==> config.mk <==
export PLATFORM = sky130hd
export DESIGN_NAME = priority_encoder_irq
export DESIGN_NICKNAME = d
export VERILOG_FILES = /design/src/rtl/priority_encoder_irq.sv
export SDC_FILE = /design/constraint.sdc
export NUM_CORES = 1
export LEC_CHECK = 0
export ABC_CLOCK_PERIOD_IN_PS = 1100
export BUFFER_PORTS_ARGS = -buffer_cell sky130_fd_sc_hd__buf_2
export CAP_MARGIN = 20
export CORE_UTILIZATION = 49
export CTS_BUF_LIST = sky130_fd_sc_hd__clkbuf_8
export DETAILED_ROUTE_END_ITERATION = 8
export PLACE_DENSITY_LB_ADDON = 0.1
export SETUP_SLACK_MARGIN = 0.15
export SLEW_MARGIN = 20
export SYNTH_ARGS = -nofsm -noshare
export SYNTH_HDL_FRONTEND = slang
export SYNTH_SLANG_ARGS = --single-unit
==> constraint.sdc <==
create_clock -name clk -period 1.1 [get_ports clk]
set_input_delay 0.165 -clock clk [delete_from_list [all_inputs] [get_ports clk]]
set_output_delay 0.165 -clock clk [all_outputs]
set_load 0.02 [all_outputs]
==> src/rtl/priority_encoder_irq.sv <==
// Sequential priority encoder for the interrupt/request path: captures request edges,
// presents the highest pending index until acknowledged, then retires that request.
module priority_encoder_irq #(
  parameter int unsigned WIDTH = 3
) (
  input  logic                    clk,
  input  logic                    reset_n,
  input  logic [(2**WIDTH)-1:0]   D,
  input  logic                    EN,
  input  logic                    ACK,
  input  logic                    CLR_OVR,
  output logic [WIDTH-1:0]        S,
  output logic                    VALID,
  output logic [(2**WIDTH)-1:0]   PENDING,
  output logic                    OVR
);

  localparam int unsigned N = 2**WIDTH;

  typedef enum logic {StIdle, StPresent} state_e;

  state_e           r_state;
  logic [N-1:0]     r_d_prev;
  logic [N-1:0]     r_rise;
  logic [N-1:0]     r_pending;
  logic [WIDTH-1:0] r_s;
  logic             r_valid;
  logic             r_ovr;

  logic [N-1:0]     w_rise;
  logic [N-1:0]     w_cap;
  logic [N-1:0]     w_clr;
  logic [N-1:0]     w_pending_d;
  logic [WIDTH-1:0] w_top;
  logic             w_any;
  logic             w_ovr_d;
  logic             w_ack_present;

  assign w_rise        = D & ~r_d_prev;
  assign w_cap         = EN ? r_rise : '0;
  assign w_ack_present = (r_state == StPresent) && ACK;

  // Upward scan: the last set bit seen is the highest index, which wins.
  always_comb begin
    w_top = '0;
    w_any = 1'b0;
    w_clr = '0;
    for (int i = 0; i < N; i++) begin
      if (r_pending[i]) begin
        w_top = i[WIDTH-1:0];
        w_any = 1'b1;
      end
      w_clr[i] = w_ack_present && (r_s == i[WIDTH-1:0]);
    end
  end

  // A fresh capture overrides a same-cycle retire of the same line.
  assign w_pending_d = (r_pending & ~w_clr) | w_cap;
  assign w_ovr_d     = (|(w_cap & r_pending)) | (r_ovr & ~CLR_OVR);

  always_ff @(posedge clk or negedge reset_n) begin
    if (!reset_n) begin
      r_state   <= StIdle;
      r_d_prev  <= '0;
      r_rise    <= '0;
      r_pending <= '0;
      r_s       <= '0;
      r_valid   <= 1'b0;
      r_ovr     <= 1'b0;
    end else begin
      r_d_prev  <= D;
      r_rise    <= w_rise;
      r_pending <= w_pending_d;
      r_ovr     <= w_ovr_d;
      unique case (r_state)
        StIdle: begin
          if (EN && w_any) begin
            r_s     <= w_top;
            r_valid <= 1'b1;
            r_state <= StPresent;
          end
        end
        StPresent: begin
          if (ACK) begin
            r_valid <= 1'b0;
            r_state <= StIdle;
          end
        end
        default: begin
          r_valid <= 1'b0;
          r_state <= StIdle;
        end
      endcase
    end
  end

  assign S       = r_s;
  assign VALID   = r_valid;
  assign PENDING = r_pending;
  assign OVR     = r_ovr;

endmodule
# Yosys cells after proc, flatten, opt, wreduce, memory -nomap -nowiden
# Index checks and enable logic that the tools add are counted.
totals:
  register_bits: 30
  out_inout_bits: 13
  elab_cells: 62
op_classes:
  n_eq_ne: 9
  mux: 22
  bitwise_logic: 10
  n_reduce_logical: 14
ops:
  columns: ["operator", "n"]
  rows:
  - ["$and 8x8->8", 3]
  - ["$not 8->8", 2]
  - ["$mux 3", 5]
  - ["$mux 1", 13]
  - ["$eq 3x3->1 const B", 4]
  - ["$logic_and 1x1->1", 10]
  - ["$mux 8", 1]
  - ["$or 8x8->8", 1]
  - ["$reduce_or 8->1", 1]
  - ["$eq 3x2->1 const B", 2]
  - ["$ne 2x2->1 const B", 2]
  - ["$pmux 1 s2", 2]
  - ["$reduce_and 2->1", 2]
  - ["$eq 3x1->1 const B", 1]
  - ["$logic_not 3->1", 1]
  - ["$mux 2", 1]
  - ["$not 1->1", 2]
  - ["$and 1x1->1", 1]
  - ["$or 1x1->1", 1]

# Longest topological paths before layout
depth:
  ltp_word: 11
  depth_mapped: 4
  mapped_depth_nobuf: 4

# Worst setup path before layout
# No wires, ideal clock.
synth_timing:
  path_kind: "register -> register"
  startpoint: "register r_pending[5], in the netlist PENDING[5]"
  endpoint: "register r_state"
  setup_ps: 119
  arrival_time_ps: 1124
  required_time_ps: 981
  slack_ps: -142
  path_stages_with_launch: 4
  n_path_buf: 0
  synth_period_minus_slack_ps: 1242
  cell_sequence: "dfrtp_1 nor4_4 a21oi_2 a21o_2"
synth_between:
  elab_chain_len: 6
synth_lines:
  columns: ["element", "line_no", "text"]
  rows:
  - ["start, declared", "25", "logic [N-1:0] r_pending;"]
  - ["start signal, assigned", "73", "r_pending <= w_pending_d;"]
  - ["$mux 1 (3 in series)", "49", "if (r_pending[i]) begin"]
  - ["$logic_and 1x1->1", "77", "if (EN && w_any) begin"]
  - ["$mux 1", "77", null]
  - ["$pmux 1 s2", "75", "unique case (r_state)"]
  - ["end signal, assigned", "63", "r_state <= StIdle;"]
  - ["end signal, assigned", "80", "r_state <= StPresent;"]
  - ["end signal, assigned", "86", "r_state <= StIdle;"]
  - ["end, declared", "22", "state_e r_state;"]
# Every way passes these cells.
# A chain may end at the register's enable or synchronous reset.

# Worst setup path in the final report
layout_timing:
  startpoint: "register r_pending[6], in the netlist PENDING[6]"
  endpoint: "register r_s[0], in the netlist S[0]"
layout_between:
  elab_chain_len: 4
  word_cells_on_any_way: 6
  cone_classes: "mux: 4; reduce/logical: 2"
layout_lines:
  columns: ["element", "line_no", "text"]
  rows:
  - ["$mux 1 (2 in series)", "49", null]
  - ["$logic_and 1x1->1", "77", null]
  - ["$reduce_and 2->1 (no line)", null, null]
  - ["end signal, assigned", "78", "r_s <= w_top;"]
  - ["end, declared", "26", "logic [WIDTH-1:0] r_s;"]
# Parallel ways exist; a longest one is shown, timed or not.

==> key figures <==
Clock tree
  • Clk sinks: 30
  • Clk_lat worst skew: 0.28 ns
  • Clock root buffer: clkbuf_8
  • Num CTS Buffers: 5
  • Clock-pin slew on the worst setup and hold paths: 0.06 ns
  • Bufs on Longest Clock Path: 2
  • CTS tree: yes
  • CTS H-Tree Depth: 2

Logic synthesis
  • Mapped Area: 1140 um^2
  • Seq/Total Area, Yosys: 66.0%
  • Synth Register Bits: 30
  • Syn avg cell area: 11.6 um^2
  • Syn Nets: 111
  • Netlist cell types: 20
  • Synth Instances: 98
  • Synth warn: 0

Worst setup path
  • CP Launch Point: PENDING[6]$_DFF_PN0_
  • R2r startpoint: PENDING[6]$_DFF_PN0_
  • Setup crit end kind: register
  • Crit Path Class: register to register
  • CP peak stage delay: 0.43 ns
  • Slowest cell on crit path: dfrtp_2
  • CP required: 1.27 ns
  • CP cell instances: buf_4 -> inv_1 -> a21oi_1 -> o311ai_4 -> o21a_1
  • Crit Path Max Fanout: 4
  • CP arrival: 1.49 ns
  • Crit start category: register
  • Worst path bufs/invs: 2
  • Worst path top cell family by delay: compound AO/OA/AOI/OAI gates

STA
  • Slew margin rel.: 74.4%
  • Post-route setup slack: -0.218 ns
  • Setup_tns: -1.49 ns
  • Fin crit share: 120%
  • Clock period minus worst slack: 1.32 ns
  • Final number of max-transition violations: 0
  • Final Hold Viols: 0
  • Least-Margin Pin Slew: 0.384 ns
  • Clock skew: 0.00643 ns
  • Fmax: 759 MHz
  • Unrepaired setup endpoints after global routing: yes
  • Final setup fails: 15

Route
  • Final WL: 3240 um
  • Drt drc: 0
  • Drt initial violations: 18
  • DR vias/cell: 5.35
  • Via count: 1032
  • Final ANT Viol Nets: 0
  • DR pass1 iterations: 4
  • WL/cell: 16.8 um

Cells and area
  • N_diodes: 0
  • Layout Cells excl Fill: 193
  • Most frequent cells in the layout: 21 x dfrtp_1, 21 x buf_6, 18 x nand2_1, 17 x buf_4, 13 x buf_2
  • Final nets: 177
  • Share of layout cells above drive strength 1: 48.5%
  • Final Util: 85.2%
  • Syn-to-layout area delta: 64.0%
  • Cell area after layout: 1870 um^2

Run status
  • Failing checks: setup timing
  • Status: finished with violations

Place
  • Port Buffers: 25
  • Area after DPL: 1410 um^2
  • DP HPWL: 1720 um
  • Placed Instances: 164
  • RePlAce Congestion: 0.876

Floorplan
  • # rows: 17
  • Die width: 50.2 um
  • Die height: 50.2 um
  • Initial core utilization: 51.9%
  • Core ar.: 2190 um^2
  • # IOs: 26
  • Die area: 2520 um^2

Pwr
  • Worst vdd ir: 1.59 mV
  • PwrDens: 2130 nW/um^2
  • Pleak: 0.845 nW
  • Overall power: 3.97 mW

Global route
  • Antenna violations before repair: 0
  • Total GRT Usage: 26.9%
  • Vias in the first global route: 993
  • Largest net degree at the start of global routing: 18
  • Global route overflow: 0
  • Global-route wire length before repair: 4630 um

Min path
  • Hold WC Path Type: primary input to register
  • HP Start: CLR_OVR

Job
  • Max Cap Viol: 0
## worst reg2reg max path, stage by stage (launching register included)
cell	delay [ns]
dfrtp_2	0.43
buf_4	0.16
inv_1	0.04
a21oi_1	0.28
o311ai_4	0.16
o21a_1	0.13
## state kept, by name, summed over array words and instances (netlist names)
name,cells
PENDING,8
r_d_prev,8
r_rise,8
S,3
OVR,1
VALID,1
r_state,1
## layout make-up
cell class	count	area (um^2)
clock buffer	6	82.6
inverter	4	15.0
tap	28	35.0
timing repair buffer	60	519
multi-input combinational	63	443
clock inverter	2	8.76
sequential	30	762
fill	113	325
## synthesized netlist by cell type, drive strengths merged
| cell | number | area [um^2] |
|---|---|---|
| a21o | 1 | 8.76 |
| a21oi | 4 | 23.8 |
| a22oi | 3 | 22.5 |
| a31oi | 1 | 6.26 |
| clkbuf | 1 | 3.75 |
| dfrtp | 30 | 751 |
| inv | 4 | 15.0 |
| nand2 | 18 | 67.6 |
| nand2b | 3 | 18.8 |
| nand3 | 4 | 20.0 |
| nand3b | 1 | 7.51 |
| nor2 | 4 | 15.0 |
| nor2b | 8 | 50.1 |
| nor4 | 2 | 42.5 |
| o2111ai | 1 | 8.76 |
| o21a | 1 | 7.51 |
| o21ai | 9 | 45.0 |
| o311ai | 1 | 8.76 |
| o31ai | 2 | 15.0 |
## what timing repair did
| item | 4_1_cts | 5_1_grt |
|---|---|---|
| endpoints found under the hold margin | 23 | 0 |
| hold buffers | 9 | 0 |
| pin swaps | 6 | 5 |
| endpoints found under the setup margin | 27 | 27 |
| resized for setup | 38 | 11 |
| buffers inserted | 8 | 4 |
## routing by layer
layer / vias up / wire length (um) / global-route usage (%)
met5: - / 0 / 0
met4: 0 / 100 / 12.9
met3: 9 / 118 / 7.27
met2: 34 / 1700 / 46.7
met1: 523 / 1320 / 30.2
li1: 466 / - / -
## worst paths after layout
| path | depth (start not counted) | slack [ns] | endpoint |
|---|---|---|---|
| max in group asynchronous | 3 | 0.28 | r_d_prev[6]$_DFF_PN0_ |
| min reg2reg | 1 | 0.39 | r_rise[6]$_DFF_PN0_ |
| max | 5 | -0.22 | S[0]$_DFFE_PN0P_ |
| min | 2 | 0.11 | OVR$_DFF_PN0_ |
| max reg2reg | 5 | -0.22 | S[0]$_DFFE_PN0P_ |
| min in group asynchronous | 2 | 0.33 | S[1]$_DFFE_PN0P_ |
## cells by family (layout without fill, tap and decap cells)
kind of cell           after synthesis  count (layout)  share of synthesized area, %
AND/OR/NAND/NOR                     40              40                          19.5
AO/OA/AOI/OAI                       23              23                          12.9
buffers and inverters                5              72                          1.65
flip-flops                          30              30                          66.0
## metrics by stage
step,hold WS [ns],setup WS (ns)
4_1_cts,0.0959,-0.113
6_report,0.106,-0.218
3_3_place_gp,0.101,-0.0483
2_1_floorplan,-0.131,-0.0925
3_5_place_dp,0.105,-0.124
5_1_grt,0.103,-0.254
## where the power goes
part	internal [mW]	switching, mW
combinational	0.785	0.751
clock	0.494	0.395
sequential	1.30	0.248
total	2.58	1.39
Note: power is estimated with default switching activity, not from simulation.
